[src/rtl/seq_det_param.sv]
// seq_det_param
//   Parametrised serial pattern detector. Bits are shifted into a PAT_LEN-bit
//   history when in_valid is high; det_o pulses for one cycle after the edge
//   that sampled the final bit of PATTERN. PATTERN's MSB is the oldest bit.
//   With OVERLAP=1 a match suffix may begin the next match. With OVERLAP=0
//   the fill count restarts after each match, so the next match needs PAT_LEN
//   fresh valid bits.
//
//   Optional feature: define SEQ_DET_CNT_EN to add a saturating match counter
//   (match_cnt) with a synchronous clear (cnt_clr).
//
// Ports
//   clock      in   rising-edge clock
//   reset      in   synchronous, active-high reset
//   seq_in     in   serial data bit
//   in_valid   in   seq_in is sampled only when high
//   det_o      out  registered single-cycle detect pulse
//   cnt_clr    in   synchronous counter clear (SEQ_DET_CNT_EN only)
//   match_cnt  out  saturating match count, CNT_W bits (SEQ_DET_CNT_EN only)
module seq_det_param #(
  parameter int                 PAT_LEN = 4,
  parameter logic [PAT_LEN-1:0] PATTERN = 4'b1011,
  parameter bit                 OVERLAP = 1'b1,
  parameter int                 CNT_W   = 8
) (
  input  logic             clock,
  input  logic             reset,
  input  logic             seq_in,
  input  logic             in_valid,
  output logic             det_o
`ifdef SEQ_DET_CNT_EN
  ,
  input  logic             cnt_clr,
  output logic [CNT_W-1:0] match_cnt
`endif
);

  localparam int                FILL_W    = $clog2(PAT_LEN + 1);
  localparam logic [FILL_W-1:0] FILL_FULL = FILL_W'(PAT_LEN);
  localparam logic [FILL_W-1:0] FILL_LAST = FILL_W'(PAT_LEN - 1);

  // Elaboration-time parameter sanity checks.
  if (PAT_LEN < 1 || PAT_LEN > 32) begin : g_bad_pat_len
    $error("seq_det_param: PAT_LEN must be in 1..32");
  end
  if (CNT_W < 1) begin : g_bad_cnt_w
    $error("seq_det_param: CNT_W must be at least 1");
  end

  logic [PAT_LEN-1:0] hist;
  logic [FILL_W-1:0]  fill;
  logic [PAT_LEN-1:0] hist_nxt;
  logic               match_p0;

  // History including the bit being sampled now. The cast drops the oldest
  // bit and also covers PAT_LEN=1, where the history is just seq_in.
  assign hist_nxt = PAT_LEN'({hist, seq_in});

  // fill counts bits already held, so PAT_LEN-1 held bits plus the incoming
  // one completes a window. This also blocks a false hit when the all-zero
  // reset history happens to equal PATTERN.
  assign match_p0 = in_valid && (fill >= FILL_LAST) && (hist_nxt == PATTERN);

  // ---- stage p0 -> p1: history/fill update and registered detect ----
  always_ff @(posedge clock) begin
    if (reset) begin
      hist  <= '0;
      fill  <= '0;
      det_o <= 1'b0;
    end else begin
      det_o <= match_p0;
      if (in_valid) begin
        hist <= hist_nxt;
        if (!OVERLAP && match_p0) begin
          fill <= '0;
        end else if (fill != FILL_FULL) begin
          fill <= fill + 1'b1;
        end
      end
    end
  end

`ifdef SEQ_DET_CNT_EN
  localparam logic [CNT_W-1:0] CNT_MAX = '1;

  // Clear wins over a simultaneous match; the count sticks at all-ones.
  always_ff @(posedge clock) begin
    if (reset || cnt_clr) begin
      match_cnt <= '0;
    end else if (match_p0 && (match_cnt != CNT_MAX)) begin
      match_cnt <= match_cnt + 1'b1;
    end
  end
`endif

endmodule

[config.mk]
export PLATFORM = sky130hd
export DESIGN_NAME = seq_det_param
export DESIGN_NICKNAME = d
export VERILOG_FILES = /design/src/rtl/seq_det_param.sv
export SDC_FILE = /design/constraint.sdc
export NUM_CORES = 1
export LEC_CHECK = 0
export BUFFER_PORTS_ARGS = -buffer_cell sky130_fd_sc_hd__buf_4
export CAP_MARGIN = 25
export CORE_AREA = 2 2 39 41
export CTS_BUF_LIST = sky130_fd_sc_hd__clkbuf_16
export DETAILED_ROUTE_END_ITERATION = 8
export DIE_AREA = 0 0 41 43
export MAX_ROUTING_LAYER = met4
export SLEW_MARGIN = 30
export SYNTH_ARGS = -nofsm -noshare
export SYNTH_HDL_FRONTEND = slang
export SYNTH_SLANG_ARGS = --single-unit
[constraint.sdc]
create_clock -name clock -period 2.25 [get_ports clock]
set_input_delay 0 -clock clock [delete_from_list [all_inputs] [get_ports clock]]
set_output_delay 0 -clock clock [all_outputs]
set_load 0.03 [all_outputs]
Yosys cells after proc, flatten, opt, wreduce, memory -nomap -nowiden
Cells that the tools add are included.

operators by class
  order comparisons = 1
  equal/unequal tests = 2
  reductions and logical operators = 3
  add/sub/neg operators = 1

operators by type and width
  cell                                                                number
  == test 4 bit (second input constant)                               1
  adder 3 x 1 -> 3 bit (second input constant)                        1
  greater-or-equal comparator 3 x 2 -> 1 bit (second input constant)  1
  != test 3 bit (second input constant)                               1
  logical AND 1 bit                                                   2
  AND reduction 2 bit                                                 1

word-level totals
  register bits after elaboration = 7
  bits of input ports = 4
  output and inout port bits = 1

Depth between registers and ports, before layout
  depth after elaboration = 3
  mapped depth = 5
  depth with buffers taken out = 5

Worst setup path after synthesis
OpenSTA, ideal clock, no wires.

  path type = flip-flop to flip-flop
  from = reg fill[0]
  to = reg fill[1]
  data arrival time = 1033 ps
  period minus slack after synthesis = 1148 ps
  setup slack = 1102 ps
  cell stages (with the launch flop) = 6
  buffers on the path = 0
  cells stage by stage = dfxtp_1 -> inv_1 -> ha_1 -> a21boi_4 -> mux2i_1 -> nor2_1

between the ends
  longest elaborated chain between the ends = 2
  elaborated cells between the ends (all ways) = 3
  classes of those cells = add/sub (1); eq/ne (1); reduce/logical (1)

RTL lines
  item                                                                          line  RTL
  start, declared                                                               51    logic [FILL_W-1:0] fill;
  start signal, assigned                                                        77    fill <= fill + 1'b1;
  parallel branches: the longest is 2 deep, another holds adder 3 x 1 -> 3 bit  --

Several ways; the timed one is not identified.
A chain may end at the register's enable or synchronous reset.

Worst setup path after layout
Ends and elaborated chain as after synthesis.

==> run metrics <==
status complete, no violations; vias in the first global route 249; first-pass GRT wire length 993 um; setup repair after global routing missed its margin no; Placed Instances 51; Clock Latency Late Sink roughly 0.23 ns; Pre-antenna DRT Iters 2; r2r setup slk 1.03 ns; Post-Layout Cell Count between 50 and 60; PD cells just over 1000 nW/um2; initial antenna violation count 0; postcts setup bufs 0; final antenna-violating net count 0; hold_sp seq_in; Worst slew margin 85.2%; maximum fanout along the worst path 4; Warnings, synthesis 0; Mapped Cells 32; Syn Nets 39; Mean Syn Cell Area approximately 10 um2; Root Driver clkbuf_16; clock buffer count from CTS 3; fin crit period ~1.2 ns; CTS tree yes; # Max-Cap Violations 0; DR iter-0 viols 1; hold_buf cts 1; gr ovfl total 0; Reg-to-Reg Start fill[0]; Die ar. 1760 um2; num ports 5; DR vias 230; GRT Overall Usage under 10%; Nets between 40 and 50; Hold Crit Class in2reg; ratio of cells with drive above 1 in the final layout 20.0%; WHS Path Cells 3; Setup TNS 0 ns; critical path class reg2reg; pre-CTS setup slack 1.02 ns; Mapped Area 327 um2; final setup margin 1.03 ns; R2R Path End fill[1]; area added between synthesis and finish 39.1%; Hold Fails Final Rpt 0; Layout Utilization roughly a third; Post-Route WL about 540 um; number of remaining DRC errors 0; DIE HEIGHT about 43 um; Longest Clk Path Bufs 2; Cell Chain, Critical Path inv_1 > ha_1 > a21boi_4 > mux2i_1 > nor2_1; ant diodes 0; dpl hpwl between 400 and 500 um; worst-margin pin slew 0.221 ns; Crit-path slowest cell dfxtp_1; P_leak 0.204 nW; Row Count 14; f_max a little over 800 MHz; WL per Instance 9.71 um; Setup Skew around 0.00044 ns; Critical Path Source Type flip-flop; sequential fraction of the synthesis area between 40% and 50%; Netlist cell types 14; Slowest Stage Delay on Critical Path between 0.3 and 0.4 ns; largest net degree at the start of global routing 8; worst path required time around 2.4 ns; final worst-path cycle share ~54%; GP Congestion about 0.72; Hold Path Sink hist[0]; Core Region around 1400 um2; Final Setup Violations 0; post_cts resized 0; H-tree depth 1; synthesis-stage register bit count 7; port bufs 4; crit path DAT approximately 1.3 ns; fill count about 140; maximum VDD drop approximately 440 uV; Initial Utilization about a quarter; clock sinks 7; Reg clk slew, reported paths roughly 0.030 ns; vias per std cell slightly above 4; r2r worst-path depth 5; Max Slew Vio Count 0; die width slightly above 40 um; CP Capture Type flip-flop
## critical path, delay by kind of cell (launching register included)
family | cells | cell delay, ns
AOI/OAI and AO/OA | 1 | 0.18
and+or+nand+nor | 1 | 0.05
buffers and inverters | 1 | 0.06
muxes | 1 | 0.20
adders and majority gates | 1 | 0.23
DFF | 1 | 0.37
## where the power goes
| group | internal (mW) | total [mW] | switching [mW] |
|---|---|---|---|
| registers | 0.132 | 0.139 | 0.00688 |
| clock network | 0.230 | 0.291 | 0.0606 |
| logic | 0.0195 | 0.0366 | 0.0171 |
## worst max-delay path by stage
| stage | slack (ns) | depth (start not counted) | endpoint | startpoint |
|---|---|---|---|---|
| after detailed placement | 1.02 | 5 | fill[1] | fill[0] |
| after CTS | 1.01 | 5 | fill[1] | fill[0] |
| after floorplan | 1.10 | 5 | fill[1] | fill[0] |
| after global routing | 0.94 | 5 | fill[1] | fill[0] |
| after global placement | 1.05 | 5 | fill[1] | fill[0] |
| final | 1.03 | 5 | fill[1] | fill[0] |
## Yosys cell counts
cell	number	share of area, %
ha_1	3	11
a211oi_1	1	2.3
nor4_1	1	1.9
o21ai_0	1	1.5
nand2b_1	1	1.9
buf_6	1	3.4
xnor2_1	1	2.7
inv_1	4	4.6
a21oi_1	1	1.5
nor2_1	5	5.7
mux2i_1	4	12
nand4_1	1	1.9
a21boi_4	1	5.7
dfxtp_1	7	43
## through the flow
step | area (um2) | total power, mW | hold WS (ns)
floorplan | 327 | 0.167 | 0.0691
global placement | 365 | 0.176 | 0.226
detailed placement | 365 | 0.177 | 0.229
CTS | 454 | 0.475 | 0.0254
global route | 454 | 0.490 | 0.0533
finish | 454 | 0.467 | 0.0270
## cells by family after synthesis
kind of cell | Yosys count | synth area share (%)
xor gates and xnor gates | 1 | 2.68
muxes | 4 | 12.3
and+or+nand+nor | 8 | 11.5
DFF | 7 | 42.9
buffers and inverters | 5 | 8.04
AOI/OAI and AO/OA | 4 | 11.1
adders and majority gates | 3 | 11.5
## sequential cells by signal (all words and copies together) (netlist names)
register and flops:
fill 3, det_o 1, hist 3
## layout make-up
cell class	count	area, um2	area share, %
sequential	7	140	30.9
tap	16	20.0	4.41
clock buffer	3	75.1	16.5
clock inverter	1	3.75	0.826
multi-input combinational	20	160	35.3
timing repair buffer	5	40.0	8.82
inverter	4	15.0	3.31
## cell usage in the layout (no fill, tap or decap)
cell type and instances:
nand4_1 1, a21boi_4 1, ha_1 3, o21ai_0 1, buf_4 4, dlygate4sd3_1 1
mux2i_1 4, a211oi_1 1, inv_1 5, nor4_1 1, nand2b_1 1, clkbuf_16 3
a21oi_1 1, xnor2_1 1, dfxtp_1 7, nor2_1 5
## layer usage
layer / routed length, um / vias to the layer above / global-route usage, %
li1: - / 121 / -
met5: 0 / - / -
met4: 34 / 0 / 12.0
met1: 210 / 101 / 8.41
met2: 258 / 6 / 13.4
met3: 41 / 2 / 4.71
Note: power is estimated with default switching activity, not from simulation.
